File: src/rtl/color_event_qualifier.sv
// Debounces a raw 2-bit color code into de-duplicated events, buffers them for a consumer and drives a held LED.
// Define COLOR_EVT_FIFO_EN for a 4-entry event FIFO; otherwise the buffer is a single register.
module color_event_qualifier #(
    parameter int STABLE_CYCLES = 1000,
    parameter int HOLD_CYCLES   = 50000000
) (
    input  logic       clk,
    input  logic       rst_n,
    input  logic [1:0] c,
    input  logic       evt_ready,
    output logic       evt_valid,
    output logic [1:0] evt_color,
    output logic       led_r,
    output logic       led_g,
    output logic       led_b,
    output logic       evt_ovf,
    output logic [7:0] evt_count
);

    localparam logic [1:0] S_WAIT   = 2'd0;
    localparam logic [1:0] S_COUNT  = 2'd1;
    localparam logic [1:0] S_LOCKED = 2'd2;

    localparam logic L_OFF = 1'b0;
    localparam logic L_ON  = 1'b1;

    logic [1:0]  c_q;
    logic [1:0]  state;
    logic [1:0]  cand;
    logic [15:0] run_cnt;
    logic [1:0]  last_color;
    logic        accept;
    logic        new_evt;
    logic        pop;
    logic        full;

    always_ff @(posedge clk or negedge rst_n) begin
        if (!rst_n) c_q <= 2'b00;
        else        c_q <= c;
    end

    // Accept fires in the cycle the run length reaches STABLE_CYCLES.
    assign accept  = (state == S_COUNT) && (c_q == cand) &&
                     (run_cnt == 16'(STABLE_CYCLES - 1));
    assign new_evt = accept && (c_q != 2'b00) && (c_q != last_color);
    assign pop     = evt_valid && evt_ready;

    always_ff @(posedge clk or negedge rst_n) begin
        if (!rst_n) begin
            state   <= S_WAIT;
            cand    <= 2'b00;
            run_cnt <= 16'd0;
        end else if (c_q != cand) begin
            cand    <= c_q;
            run_cnt <= 16'd1;
            state   <= S_COUNT;
        end else if (state == S_COUNT) begin
            run_cnt <= run_cnt + 16'd1;
            if (accept) state <= S_LOCKED;
        end
    end

    always_ff @(posedge clk or negedge rst_n) begin
        if (!rst_n) begin
            last_color <= 2'b00;
            evt_count  <= 8'd0;
        end else if (accept) begin
            if (c_q == 2'b00) begin
                last_color <= 2'b00;
            end else if (new_evt) begin
                last_color <= c_q;
                evt_count  <= evt_count + 8'd1;
            end
        end
    end

`ifdef COLOR_EVT_FIFO_EN
    logic [1:0] mem [4];
    logic [1:0] wr_ptr;
    logic [1:0] rd_ptr;
    logic [2:0] fill;
    logic       push_ok;

    assign full      = (fill == 3'd4);
    assign push_ok   = new_evt && (!full || pop);
    assign evt_valid = (fill != 3'd0);
    assign evt_color = mem[rd_ptr];

    always_ff @(posedge clk or negedge rst_n) begin
        if (!rst_n) begin
            for (int i = 0; i < 4; i++) mem[i] <= 2'b00;
            wr_ptr <= 2'd0;
            rd_ptr <= 2'd0;
            fill   <= 3'd0;
        end else begin
            if (push_ok) begin
                mem[wr_ptr] <= c_q;
                wr_ptr      <= wr_ptr + 2'd1;
            end
            if (pop) rd_ptr <= rd_ptr + 2'd1;
            fill <= fill + {2'b00, push_ok} - {2'b00, pop};
        end
    end
`else
    logic       buf_vld;
    logic [1:0] buf_col;

    assign full      = buf_vld;
    assign evt_valid = buf_vld;
    assign evt_color = buf_col;

    // A push while the held event leaves this cycle replaces it in place.
    always_ff @(posedge clk or negedge rst_n) begin
        if (!rst_n) begin
            buf_vld <= 1'b0;
            buf_col <= 2'b00;
        end else if (new_evt && (!buf_vld || pop)) begin
            buf_vld <= 1'b1;
            buf_col <= c_q;
        end else if (pop) begin
            buf_vld <= 1'b0;
        end
    end
`endif

    always_ff @(posedge clk or negedge rst_n) begin
        if (!rst_n)                     evt_ovf <= 1'b0;
        else if (new_evt && full && !pop) evt_ovf <= 1'b1;
    end

    logic        led_state;
    logic [1:0]  led_color;
    logic [26:0] hold_cnt;

    // hold_cnt counts remaining on-cycles including the current one.
    always_ff @(posedge clk or negedge rst_n) begin
        if (!rst_n) begin
            led_state <= L_OFF;
            led_color <= 2'b00;
            hold_cnt  <= 27'd0;
        end else if (new_evt) begin
            led_state <= L_ON;
            led_color <= c_q;
            hold_cnt  <= 27'(HOLD_CYCLES);
        end else if (led_state == L_ON) begin
            if (hold_cnt <= 27'd1) begin
                led_state <= L_OFF;
                led_color <= 2'b00;
                hold_cnt  <= 27'd0;
            end else begin
                hold_cnt <= hold_cnt - 27'd1;
            end
        end
    end

    assign led_r = (led_state == L_ON) && (led_color == 2'b11);
    assign led_g = (led_state == L_ON) && (led_color == 2'b10);
    assign led_b = (led_state == L_ON) && (led_color == 2'b01);

endmodule

File: config.mk
export PLATFORM = sky130hd
export DESIGN_NAME = color_event_qualifier
export DESIGN_NICKNAME = d
export VERILOG_FILES = /design/src/rtl/color_event_qualifier.sv
export SDC_FILE = /design/constraint.sdc
export NUM_CORES = 1
export LEC_CHECK = 0
export ABC_AREA = 0
export CAP_MARGIN = 20
export CORE_MARGIN = 3
export CORE_UTILIZATION = 55
export DETAILED_ROUTE_END_ITERATION = 8
export PLACE_DENSITY = 0.86
export SLEW_MARGIN = 20
export SYNTH_ARGS = -nofsm -noshare
export SYNTH_HDL_FRONTEND = slang
export SYNTH_SLANG_ARGS = --single-unit
File: constraint.sdc
create_clock -name clk -period 2.33 [get_ports clk]
set_input_delay 0.466 -clock clk [delete_from_list [all_inputs] [get_ports clk]]
set_output_delay 0.466 -clock clk [all_outputs]
set_load 0.03 [all_outputs]
**Word level (Yosys, flattened, before mapping)**

Index checks and enable logic that the tools add are counted.

- Word-level logic and storage cells: 69
- Output and inout bits: 15
- Register bits: 66
- Input port bits: 5

- Bitwise operators: 1
- Mux-type cells: 18
- $lt $le $gt $ge: 1
- Reductions and logical operators: 26
- Add/sub/neg operators: 3
- Equality and inequality tests: 8

Operators with widths:

| kind | number |
|---|---|
| $mux 27 | 3 |
| $mux 16 | 2 |
| $le 27x1->1 const B | 1 |
| $sub 27x1->27 const B | 1 |
| $add 16x1->16 const B | 1 |
| $eq 16x10->1 const B | 1 |
| $mux 2 | 8 |
| $reduce_bool 2->1 | 7 |
| $logic_and 1x1->1 | 11 |
| $add 8x1->8 const B | 1 |
| $reduce_and 2->1 | 3 |
| $mux 1 | 5 |
| $eq 2x1->1 const B | 2 |
| $eq 2x2->1 const B | 2 |
| $ne 2x2->1 | 2 |
| $reduce_and 3->1 | 1 |
| $eq 2x2->1 | 1 |
| $logic_not 1->1 | 2 |
| $logic_not 2->1 | 1 |
| $logic_or 1x1->1 | 1 |
| $not 1->1 | 1 |

**Depth between registers and ports, before layout**

Gate-level depths: netlist of run 1.

- Depth after elaboration: 7
- Depth in mapped cells: 8
- Depth with buffers taken out: 7

**Worst setup path after synthesis of run 1**

No wires, ideal clock.

- Path type: reg2reg
- From: register run_cnt[0]
- To: register buf_col[0], in the netlist evt_color[0]
- Arrival time: 1.720 ns
- Path slack: 0.483 ns
- Cell stages (with the launch flop): 8
- Data required time: 2.202 ns
- Library setup time: 0.128 ns
- Clock period less this slack: 1.847 ns
- Path buffers: 1
- Cell sequence: dfrtp_1 > ha_1 > and4b_1 > buf_2 > nand4_1 > a211oi_2 > and2_1 > mux2_1

- Longest elaborated chain between the ends: 5

Ends and longest elaborated chain:

| what | line | RTL |
|---|---|---|
| from (decl) | 30 | `logic [15:0] run_cnt;` |
| from (signal assigned) | 58 | `run_cnt <= run_cnt + 16'd1;` |
| $eq 16x10->1 | 44 | `(run_cnt == 16'(STABLE_CYCLES - 1));` |
| $logic_and 1x1->1 | 43 | `assign accept = (state == S_COUNT) && (c_q == cand) &&` |
| $logic_and 1x1->1 (2 in series) | 45 | `assign new_evt = accept && (c_q != 2'b00) && (c_q != last_color);` |
| $logic_and 1x1->1 | 117 | `end else if (new_evt && (!buf_vld \|\| pop)) begin` |
| to (signal assigned) | 119 | `buf_col <= c_q;` |
| to (decl) | 106 | `logic [1:0] buf_col;` |

Every way passes these cells.
A chain may end at the register's enable or synchronous reset.

**Worst setup path in the final report of run 1**

- From: register run_cnt[0]
- To: register evt_count[6]

- Longest elaborated chain between the ends: 5

Ends and longest elaborated chain:

| what | line | RTL |
|---|---|---|
| $eq 16x10->1 * | 44 |  |
| $logic_and 1x1->1 * | 43 |  |
| $logic_and 1x1->1 (2 in series) | 45 |  |
| $reduce_and 3->1 (no line) * | - |  |
| to (signal assigned) | 72 | `evt_count <= evt_count + 8'd1;` |
| to (decl) | 17 | `output logic [7:0] evt_count` |

Mark *: on every way between the ends. The rest lies on a longest branch, timed or not.

==> results by group, run 1 <==
Outcome
  • Status: completed

Logic synthesis
  • Sequential element share of the synthesized area: 49.38%
  • Yosys top cell area share: 49.38%
  • Share of synthesized registers carrying an async set or reset: 100.0%
  • Ys Warns: 0
  • Post-synthesis cell count: 341
  • Synthesized Nets: 350
  • Multiplexer share of the synthesized area: 1.272%
  • Largest family of logic cells by synthesized area: simple AND/OR/NAND/NOR gates
  • Count leader, synth: dfrtp_1
  • #FFs+latches synth: 66
  • Synth Flop Type: dfrtp_1
  • Post-synthesis area per instance: 9.808 um^2
  • Number of synthesized flops with an enable pin: 0
  • Synth area leaders: dfrtp_1, xnor2_1, nor2_1
  • Simple-Gate Fraction of Synth Area: 27.38%
  • Yosys cell types: 51
  • Syn Std Cell Area: 3344 um^2
  • Compound-Gate Fraction of Synth Area: 9.989%
  • Synth area leader: dfrtp_1
  • Adder-cell share of the synthesized area: 1.496%
  • Synth top cells by count: dfrtp_1, nor2_1, nand2_1
  • Xor and xnor area share after synthesis: 7.782%

Route
  • Via count: 2680
  • DRT antenna net count: 0
  • Detailed Route WL: 7359 um
  • DR WL/cell: 16.61 um
  • Initial DRC Count: 297
  • Detailed Routing Iterations Pass 1: 5
  • Routed vias/inst: 6.050
  • # DRC: 0

Worst setup path
  • R2R cell count: 6
  • Crit path max-delay family: simple AND/OR/NAND/NOR gates
  • Crit path max fanout: 6
  • CP Cell Sequence: ha_1 > and4b_1 > nand4_1 > a2111oi_4 > nand4_1 > xnor2_1
  • Worst Path Required: 2570 ps
  • Most Frequent Cell on Critical Path: nand4_1
  • Worst r2r dst: evt_count[6]
  • CP Class: reg -> reg
  • R2r setup slk: 150 ps
  • Reg2Reg Launch Point: run_cnt[0]
  • Critical Path Max Stage Delay: 520 ps
  • Startpoint types: flip-flop
  • Bufs and invs on worst path: 0
  • Critical-path top delay cell: a2111oi_4
  • Crit path DAT: 2420 ps
  • Worst Setup End Kind: flip-flop

Timing
  • Hold_ws: 90.68 ps
  • Period utilization: 93.67%
  • Finish-stage setup viols: 0
  • Worst-margin pin slew: 566.3 ps
  • Fin. Hold Viols: 0
  • Clock Skew: 13.28 ps
  • Setup Total Neg Slack: 0 ps
  • Max Slew Vio Count: 0
  • Slew Limit Headroom: 62.25%
  • Fmax: 0.4582 GHz
  • Period minus WS final: 2182 ps
  • RSZ-0062 raised after global routing: no

Place
  • Port bufs: 19
  • Final Wtd Congestion: 0.9359
  • Placed Cells: 427
  • Dpl hpwl: 5108 um

Clocking
  • Max clock buf depth: 2
  • Worst-skew pair later-pin latency: 360 ps
  • H-Tree Depth: 3
  • CTS tree: built
  • Clock Sinks: 66
  • Worst-path clk slew: 80 ps
  • Root Driver: clkbuf_8
  • Num CTS Buffers: 9
  • Post-CTS setup buffers: 0

Finish
  • Multi-input gate area: 1603 um^2
  • Non-Filler Instances: 443
  • Post-layout util: 67.21%
  • Total Nets Final: 375
  • Fill cells: 429
  • Number of diodes: 0
  • Area grow syn2layout: 14.74%
  • Share of layout cells above drive strength 1: 9.704%
  • Sequential cell area: 1653 um^2

Flow run
  • Max-cap violations: 0

Pwr
  • PD cells: 592.9 nW/um^2
  • Pleak: 0.001736 uW
  • Total power draw: 2275 uW
  • Peak supply drop: 0.3271 mV

Worst hold path
  • Class of the worst hold path: in -> async

Floorplan
  • I/O pin count: 20
  • Row count: 27
  • Die area: 7053 um^2
  • Die height: 83.98 um
  • Initial cell density of the core: 58.58%
  • Die W: 83.98 um
  • Core area: 5709 um^2

Global routing
  • Total track usage: 22.70%
  • Initial antenna violation count: 0
  • First-pass GRT wire length: 12920 um
  • Largest net degree at the start of global routing: 30
  • Vias in the first global route: 2672
  • Grt ovf: 0
[through the flow]
step | setup slack (ps) | instance area, um^2
after CTS | 44.11 | 3836
after global routing | 51.12 | 3837
after global placement | 346.5 | 3625
after floorplan | 482.8 | 3344
final | 147.5 | 3837
after detailed placement | 222.0 | 3625
[cell usage in the layout, fill, tap and decap left out, types with 2 or more instances in the layout]
cell	Yosys	routed
a21o_1	2	2
a21oi_1	9	9
and2_1	3	3
and3_1	4	4
and4_1	3	3
buf_4	0	5
clkbuf_8	0	11
clkdlybuf4s50_1	0	18
dfrtp_1	66	65
ha_1	4	4
inv_1	10	10
inv_6	0	2
mux2_1	2	2
mux2i_1	2	2
nand2_1	35	35
nand2b_1	7	7
nand3_1	26	26
nand4_1	12	12
nor2_1	38	38
nor2b_1	3	3
nor3_1	10	10
nor3_2	2	2
nor4_1	12	12
nor4b_1	2	2
o211ai_1	6	6
o21ai_0	10	10
o21ai_1	2	2
o31ai_1	4	4
o41ai_1	2	2
or3_1	7	7
xnor2_1	18	18
xnor2_2	2	2
xor2_1	8	8
[cell type report]
class | count | area share (%)
inverters | 10 | 0.9782
clock inverters | 5 | 1.565
repair buffers | 25 | 6.325
well taps | 72 | 2.348
multi-input cells | 254 | 41.77
flip-flops and latches | 66 | 43.07
clock buffers | 11 | 3.945
[worst reg2reg max path, stage by stage, from the launching register on]
cell       delay [ps]
dfrtp_1           390
ha_1              190
and4b_1           340
nand4_1           280
a2111oi_4         520
nand4_1           200
xnor2_1           160
[power breakdown]
part / total [uW] / internal (uW) / switching [uW]
clock network: 1030 / 558 / 470
logic: 83.4 / 28.1 / 55.3
registers: 1160 / 1150 / 9.77
total: 2280 / 1740 / 535
[layer usage]
layer	vias up	share of wire, %	global-route usage, %	wire length, um
met4	0	2.3	6.871	167
met2	82	47	34.42	3492
met5	-	0	0	0
li1	1265	-	-	-
met3	21	4.6	6.515	342
met1	1312	46	31.71	3357
[cells by family after synthesis]
| family | count (synthesis) |
|---|---|
| buffers and inverters | 21 |
| adders and majority gates | 4 |
| xor gates and xnor gates | 28 |
| and+or+nand+nor | 172 |
| DFF | 66 |
| muxes | 4 |
| AOI/OAI and AO/OA | 46 |
[how the worst max path moves through the flow]
| stage | end | startpoint | depth (start not counted) |
|---|---|---|---|
| 3_3_place_gp | hold_cnt[3] | run_cnt[0] | 6 |
| 3_5_place_dp | evt_color[1] | run_cnt[0] | 6 |
| 5_1_grt | evt_count[6] | run_cnt[0] | 6 |
| 6_report | evt_count[6] | run_cnt[0] | 6 |
| 4_1_cts | led_b | led_state | 3 |
| 2_1_floorplan | evt_color[0] | run_cnt[0] | 7 |
[timing repair]
action	CTS	global route
resized for setup	0	1
endpoints found under the setup margin	0	1
hold buffers	0	0
[state kept, by name (all words and copies together), names as in the netlist]
name        cells
evt_color       2
evt_ovf         1
hold_cnt       27
led_color       2
evt_valid       1
last_color      2
run_cnt        16
cand            2
led_state       1
c_q             2
state           2
evt_count       8
(Power assumes the default switching activity.)
==> inputs of run 2 (changes only) <==
--- a/config.mk
+++ b/config.mk
@@ -10,6 +10,7 @@
 export CORE_MARGIN = 3
 export CORE_UTILIZATION = 55
 export DETAILED_ROUTE_END_ITERATION = 8
+export MAX_ROUTING_LAYER = met4
 export PLACE_DENSITY = 0.86
 export SLEW_MARGIN = 20
 export SYNTH_ARGS = -nofsm -noshare
==> run 2 against run 1 <==
Effect of this change: clock power about the same; combinational power about the same; die area unchanged; sequential power barely moved; critical path depth unchanged; flip-flop and latch count is the same; clock-buffer cell count stayed put; via count about the same; total power is essentially flat; first-iteration DRC count grew 9.8%; non-clock buffer count is the same; worst setup slack worse by 1.6 ps; critical path type unchanged; critical endpoint unchanged; largest cell class unchanged.
==> results by group, run 2 (synthesized netlist as in run 1, its figures left out) <==
Outcome
  • Status: completed (unchanged)

Timing
  • Period minus WS final: 2184 ps (was 2182 ps)
  • Fin. Hold Viols: 0 (unchanged)
  • Period utilization: 93.74% (was 93.67%)
  • Fmax: 0.4579 GHz (was 0.4582 GHz)
  • Clock Skew: 10.39 ps (was 13.28 ps)
  • Slew Limit Headroom: 61.99% (was 62.25%)
  • Worst-margin pin slew: 570.2 ps (was 566.3 ps)
  • Setup Total Neg Slack: 0 ps (unchanged)
  • Finish-stage setup viols: 0 (unchanged)
  • Max Slew Vio Count: 0 (unchanged)
  • RSZ-0062 raised after global routing: no (unchanged)

Worst setup path
  • Reg2Reg Launch Point: run_cnt[0] (unchanged)
  • CP Class: reg -> reg (unchanged)
  • CP Cell Sequence: ha_1 > and4b_1 > nand4_1 > a2111oi_4 > nand4_1 > xnor2_1 (unchanged)
  • Critical Path Max Stage Delay: 520 ps (about the same)
  • Worst Setup End Kind: flip-flop (unchanged)
  • Crit path max fanout: 6 (unchanged)
  • Most Frequent Cell on Critical Path: nand4_1 (unchanged)
  • Startpoint types: flip-flop (unchanged)
  • R2R cell count: 6 (unchanged)
  • Critical-path top delay cell: a2111oi_4 (unchanged)
  • Crit path DAT: 2420 ps (about the same)
  • R2r setup slk: 150 ps (about the same)
  • Bufs and invs on worst path: 0 (unchanged)
  • Worst Path Required: 2570 ps (about the same)
  • Worst r2r dst: evt_count[6] (unchanged)
  • Crit path max-delay family: simple AND/OR/NAND/NOR gates (unchanged)

Pwr
  • Sequential share of power: 51.2% (was 51.1%)
  • Sw frac: 23.48% (was 23.53%)
  • Total power draw: 2274 uW (was 2275 uW)
  • Peak supply drop: 0.3272 mV (was 0.3271 mV)
  • PD cells: 592.5 nW/um^2 (was 592.9 nW/um^2)
  • Clock power frac: 45.2% (about the same)
  • Combinational share of power: 3.7% (about the same)
  • P_sw: 533.8 uW (was 535.5 uW)
  • Design internal power: 1740 uW (about the same)
  • Pleak: 0.001736 uW (unchanged)

Route
  • Via count: 2682 (was 2680)
  • Detailed Routing Iterations Pass 1: 4 (was 5)
  • # DRC: 0 (unchanged)
  • DR WL/cell: 16.62 um (was 16.61 um)
  • Routed vias/inst: 6.054 (was 6.050)
  • Initial DRC Count: 326 (was 297)
  • Detailed Route WL: 7361 um (was 7359 um)
  • DRT antenna net count: 0 (unchanged)

Clocking
  • Clock Sinks: 66 (unchanged)
  • Worst-skew pair later-pin latency: 350 ps (was 360 ps)
  • Max clock buf depth: 2 (unchanged)
  • H-Tree Depth: 3 (unchanged)
  • Num CTS Buffers: 9 (unchanged)
  • CTS tree: built (unchanged)
  • Worst-path clk slew: 80 ps (about the same)
  • Root Driver: clkbuf_8 (unchanged)
  • CTS hold repair buffers: 0 (unchanged)

Finish
  • Largest register FFs: 27 (unchanged)
  • Largest register by flop count: hold_cnt (unchanged)
  • Share of layout cells above drive strength 1: 9.704% (unchanged)
  • Commonest non-fill, non-tap cell in the layout: dfrtp_1 (unchanged)
  • Area grow syn2layout: 14.74% (unchanged)
  • Fill cells: 429 (unchanged)
  • Most frequent cells in the layout: dfrtp_1, nor2_1, nand2_1 (unchanged)
  • Largest regs: hold_cnt (27), run_cnt (16), evt_count (8) (unchanged)
  • Design area: 3837 um^2 (unchanged)
  • Total Nets Final: 375 (unchanged)
  • Number of diodes: 0 (unchanged)

Floorplan
  • Die W: 83.98 um (unchanged)
  • Initial cell density of the core: 58.58% (unchanged)
  • Row count: 27 (unchanged)
  • I/O pin count: 20 (unchanged)
  • Core area: 5709 um^2 (unchanged)
  • Die area: 7053 um^2 (unchanged)
  • Die height: 83.98 um (unchanged)

Place
  • Dpl hpwl: 5108 um (unchanged)
  • Port bufs: 19 (unchanged)
  • Post-Place Cell Area: 3625 um^2 (unchanged)
  • Final Wtd Congestion: 0.9526 (was 0.9359)

Global routing
  • First-pass GRT wire length: 12920 um (about the same)
  • Largest net degree at the start of global routing: 30 (unchanged)
  • Total track usage: 23.37% (was 22.70%)
  • Vias in the first global route: 2665 (was 2672)
  • Initial antenna violation count: 0 (unchanged)
  • Grt ovf: 0 (unchanged)

Worst hold path
  • Class of the worst hold path: in -> async (unchanged)

Flow run
  • Max-cap violations: 0 (unchanged)
run 2: cell counts in the layout (fill, tap and decap cells not counted):
No cell type changed its count.
run 2: worst reg2reg max path, stage by stage, from the launching register on:
cell,delay [ps]
dfrtp_1,390
ha_1,190
and4b_1,330
nand4_1,280
a2111oi_4,520
nand4_1,200
xnor2_1,160
run 2: through the flow:
stage | setup slack (ps) | hold WS, ps | std cells | utilization, %
after floorplan | 482.8 | 170.4 | 341 | -
after global placement | 346.5 | 461.0 | 427 | 63.49
after detailed placement | 222.0 | 467.0 | 427 | 63.49
after CTS | 44.11 | 112.2 | 443 | 67.19
after global routing | 51.30 | 130.8 | 443 | 67.21
final | 145.9 | 96.19 | 443 | 67.21
run 2: final cells by class:
cell class | count | area [um^2] | area share (%)
Timing Repair Buffer | 25 | 242.7 | 6.325
Clock inverter | 5 | 60.06 | 1.565
Tap cell | 72 | 90.09 | 2.348
Sequential cell | 66 | 1653 | 43.07
Inverter | 10 | 37.54 | 0.9782
Multi-Input combinational cell | 254 | 1603 | 41.77
Clock buffer | 11 | 151.4 | 3.945
run 2: power groups by stage:
stage | Clock [uW] | Combinational (uW) | Sequential (uW)
2_1_floorplan | 0 | 38.6 | 1180
3_3_place_gp | 0 | 80.6 | 1180
3_5_place_dp | 0 | 84.5 | 1190
4_1_cts | 1030 | 85.2 | 1160
5_1_grt | 1100 | 93.4 | 1160
6_report | 1030 | 83.4 | 1160
run 2: how the worst max path moves through the flow:
stage / start / to / slack [ps] / cells past startpoint
finish: run_cnt[0] / evt_count[6] / 150 / 6
global route: run_cnt[0] / evt_count[6] / 50 / 6
CTS: led_state / led_b / 40 / 3
detailed placement: run_cnt[0] / evt_color[1] / 220 / 6
global placement: run_cnt[0] / hold_cnt[3] / 350 / 6
floorplan: run_cnt[0] / evt_color[0] / 480 / 7
run 2: repair_timing:
item                                    4_1_cts  5_1_grt
endpoints found under the setup margin        0        1
gates resized for setup                       0        1
setup buffers                                 0        0
endpoints found under the hold margin         0        0
run 2: layer usage:
layer | wire length, um | vias to the layer above | global-route usage (%)
met2 | 3488 | 92 | 34.42
met3 | 411 | 20 | 6.515
met1 | 3300 | 1307 | 31.77
met5 | 0 | - | -
li1 | - | 1263 | -
met4 | 160 | 0 | 6.871
==> inputs of run 3 (changes only) <==
--- a/config.mk
+++ b/config.mk
@@ -7,11 +7,13 @@
 export LEC_CHECK = 0
 export ABC_AREA = 0
 export CAP_MARGIN = 20
+export CORE_ASPECT_RATIO = 2
 export CORE_MARGIN = 3
 export CORE_UTILIZATION = 55
+export CTS_BUF_LIST = sky130_fd_sc_hd__clkbuf_16
 export DETAILED_ROUTE_END_ITERATION = 8
 export MAX_ROUTING_LAYER = met4
-export PLACE_DENSITY = 0.86
+export PLACE_DENSITY = 0.77
 export SLEW_MARGIN = 20
 export SYNTH_ARGS = -nofsm -noshare
 export SYNTH_HDL_FRONTEND = slang
==> run 3 against run 2 <==
Effect of this change: wire length up 1.6%; critical path depth unchanged; via count up 0.37%; worst setup slack better by 16 ps; core utilization down 0.35 points; clock-buffer cell count down 2; die area up 0.80%; cell area up 1.2%; first-iteration DRC count down 40%; critical path type unchanged; highest routed layer unchanged.
==> results by group, run 3 (synthesized netlist as in run 1, its figures left out) <==
Outcome
  • Status: completed (unchanged)

Route
  • DR WL/cell: 17.32 um (was 16.62 um)
  • Detailed Route WL: 7481 um (was 7361 um)
  • Via count: 2692 (was 2682)
  • Detailed Routing Iterations Pass 1: 4 (unchanged)
  • Routed vias/inst: 6.231 (was 6.054)
  • DRT antenna net count: 0 (unchanged)
  • # DRC: 0 (unchanged)
  • Initial DRC Count: 196 (was 326)

Place
  • Final Wtd Congestion: 0.9229 (was 0.9526)
  • Port bufs: 19 (unchanged)
  • Post-Place Cell Area: 3638 um^2 (was 3625 um^2)
  • Dpl hpwl: 5519 um (was 5108 um)
  • Placed Cells: 418 (was 427)

Worst setup path
  • Crit path DAT: 2380 ps (was 2420 ps)
  • Startpoint types: flip-flop (unchanged)
  • Crit path max fanout: 6 (unchanged)
  • R2r setup slk: 160 ps (was 150 ps)
  • Worst Setup End Kind: flip-flop (unchanged)
  • CP Class: reg -> reg (unchanged)
  • Worst r2r dst: evt_color[1] (was evt_count[6])
  • R2R cell count: 6 (unchanged)
  • Worst Path Required: 2540 ps (was 2570 ps)
  • Reg2Reg Launch Point: run_cnt[0] (unchanged)

Clocking
  • CTS hold repair buffers: 0 (unchanged)
  • Worst-skew pair later-pin latency: 330 ps (was 350 ps)
  • Num CTS Buffers: 9 (unchanged)
  • Post_cts resized: 0 (unchanged)
  • H-Tree Depth: 3 (unchanged)
  • Clock Sinks: 66 (unchanged)
  • Post-CTS setup buffers: 0 (unchanged)
  • Worst-path clk slew: 50 ps (was 80 ps)
  • Root Driver: clkbuf_16 (was clkbuf_8)
  • CTS tree: built (unchanged)
  • Max clock buf depth: 2 (unchanged)

Floorplan
  • Core area: 5807 um^2 (was 5709 um^2)
  • Die area: 7109 um^2 (was 7053 um^2)
  • Die W: 61.14 um (was 83.98 um)
  • Initial cell density of the core: 57.60% (was 58.58%)
  • Die height: 116.3 um (was 83.98 um)
  • Row count: 39 (was 27)
  • I/O pin count: 20 (unchanged)

Global routing
  • First-pass GRT wire length: 12630 um (was 12920 um)
  • Largest net degree at the start of global routing: 41 (was 30)
  • Grt ovf: 0 (unchanged)
  • Vias in the first global route: 2784 (was 2665)
  • Total track usage: 25.06% (was 23.37%)
  • Initial antenna violation count: 0 (unchanged)

Pwr
  • Pleak: 0.001780 uW (was 0.001736 uW)
  • Peak supply drop: 0.4363 mV (was 0.3272 mV)
  • Total power draw: 2363 uW (was 2274 uW)
  • PD cells: 608.7 nW/um^2 (was 592.5 nW/um^2)

Timing
  • Fmax: 0.4611 GHz (was 0.4579 GHz)
  • Fin. Hold Viols: 0 (unchanged)
  • Finish-stage setup viols: 0 (unchanged)
  • Max Slew Vio Count: 0 (unchanged)
  • Slew Limit Headroom: 59.01% (was 61.99%)
  • Period utilization: 93.07% (was 93.74%)
  • Clock Skew: 7.283 ps (was 10.39 ps)
  • Period minus WS final: 2169 ps (was 2184 ps)
  • Setup Total Neg Slack: 0 ps (unchanged)
  • Worst-margin pin slew: 614.9 ps (was 570.2 ps)
  • RSZ-0062 raised after global routing: no (unchanged)

Finish
  • Commonest non-fill, non-tap cell in the layout: dfrtp_1 (unchanged)
  • Area grow syn2layout: 16.09% (was 14.74%)
  • Largest regs: hold_cnt (27), run_cnt (16), evt_count (8) (unchanged)
  • Total Nets Final: 377 (was 375)
  • Largest register by flop count: hold_cnt (unchanged)
  • Post-layout util: 66.86% (was 67.21%)
  • Non-Filler Instances: 432 (was 443)
  • Most frequent cells in the layout: dfrtp_1, nor2_1, nand2_1 (unchanged)
  • Number of diodes: 0 (unchanged)
  • Design area: 3882 um^2 (was 3837 um^2)
  • Largest register FFs: 27 (unchanged)
  • Share of layout cells above drive strength 1: 8.086% (was 9.704%)

Worst hold path
  • Class of the worst hold path: in -> async (unchanged)

Flow run
  • Max-cap violations: 0 (unchanged)
-- run 3: cell count changes in the layout (fill, tap and decap cells not counted), moves of 2 or more --
cell / change
clkbuf_16: +9
clkbuf_8: -11
inv_6: -2
inv_1: +4
-- run 3: how the worst max path moves through the flow --
stage / end / from
2_1_floorplan: evt_color[0] / run_cnt[0]
3_3_place_gp: evt_color[1] / run_cnt[0]
3_5_place_dp: evt_color[1] / run_cnt[0]
4_1_cts: led_g / led_state
5_1_grt: led_g / led_state
6_report: evt_color[1] / run_cnt[0]
-- run 3: per-stage QoR --
stage	hold WS, ps	worst slack [ps]
2_1_floorplan	170.4	482.8
3_3_place_gp	460.8	252.2
3_5_place_dp	461.2	186.6
4_1_cts	160.8	136.2
5_1_grt	178.5	19.59
6_report	148.7	161.4
-- run 3: cell type report --
cell class	instances	area (um^2)
Clock buffer	9	225.2
Multi-Input combinational cell	254	1603
Timing Repair Buffer	27	270.3
Clock inverter	5	18.77
Sequential cell	66	1652
Tap cell	61	76.32
Fill cell	468	1924
Inverter	10	37.54
-- run 3: power by group --
group          leakage [uW]  switching (uW)  internal, uW
combinational      0.000743            52.3          26.7
sequential         0.000903            9.72          1160
clock              0.000134             431           685
-- run 3: critical path, cell delays in order (launching register included) --
cell and delay [ps]:
dfrtp_1 380, ha_1 190, and4b_1 310, nand4_1 240, a211oi_2 340, and2_1 270
mux2_1 340
-- run 3: per-layer routing --
layer / global-route usage [%] / vias to the layer above / routed length, um
met5: - / - / 0
met4: 16.79 / 0 / 389
met3: 5.531 / 31 / 234
met2: 42.86 / 72 / 4232
met1: 23.78 / 1314 / 2625
li1: - / 1275 / -
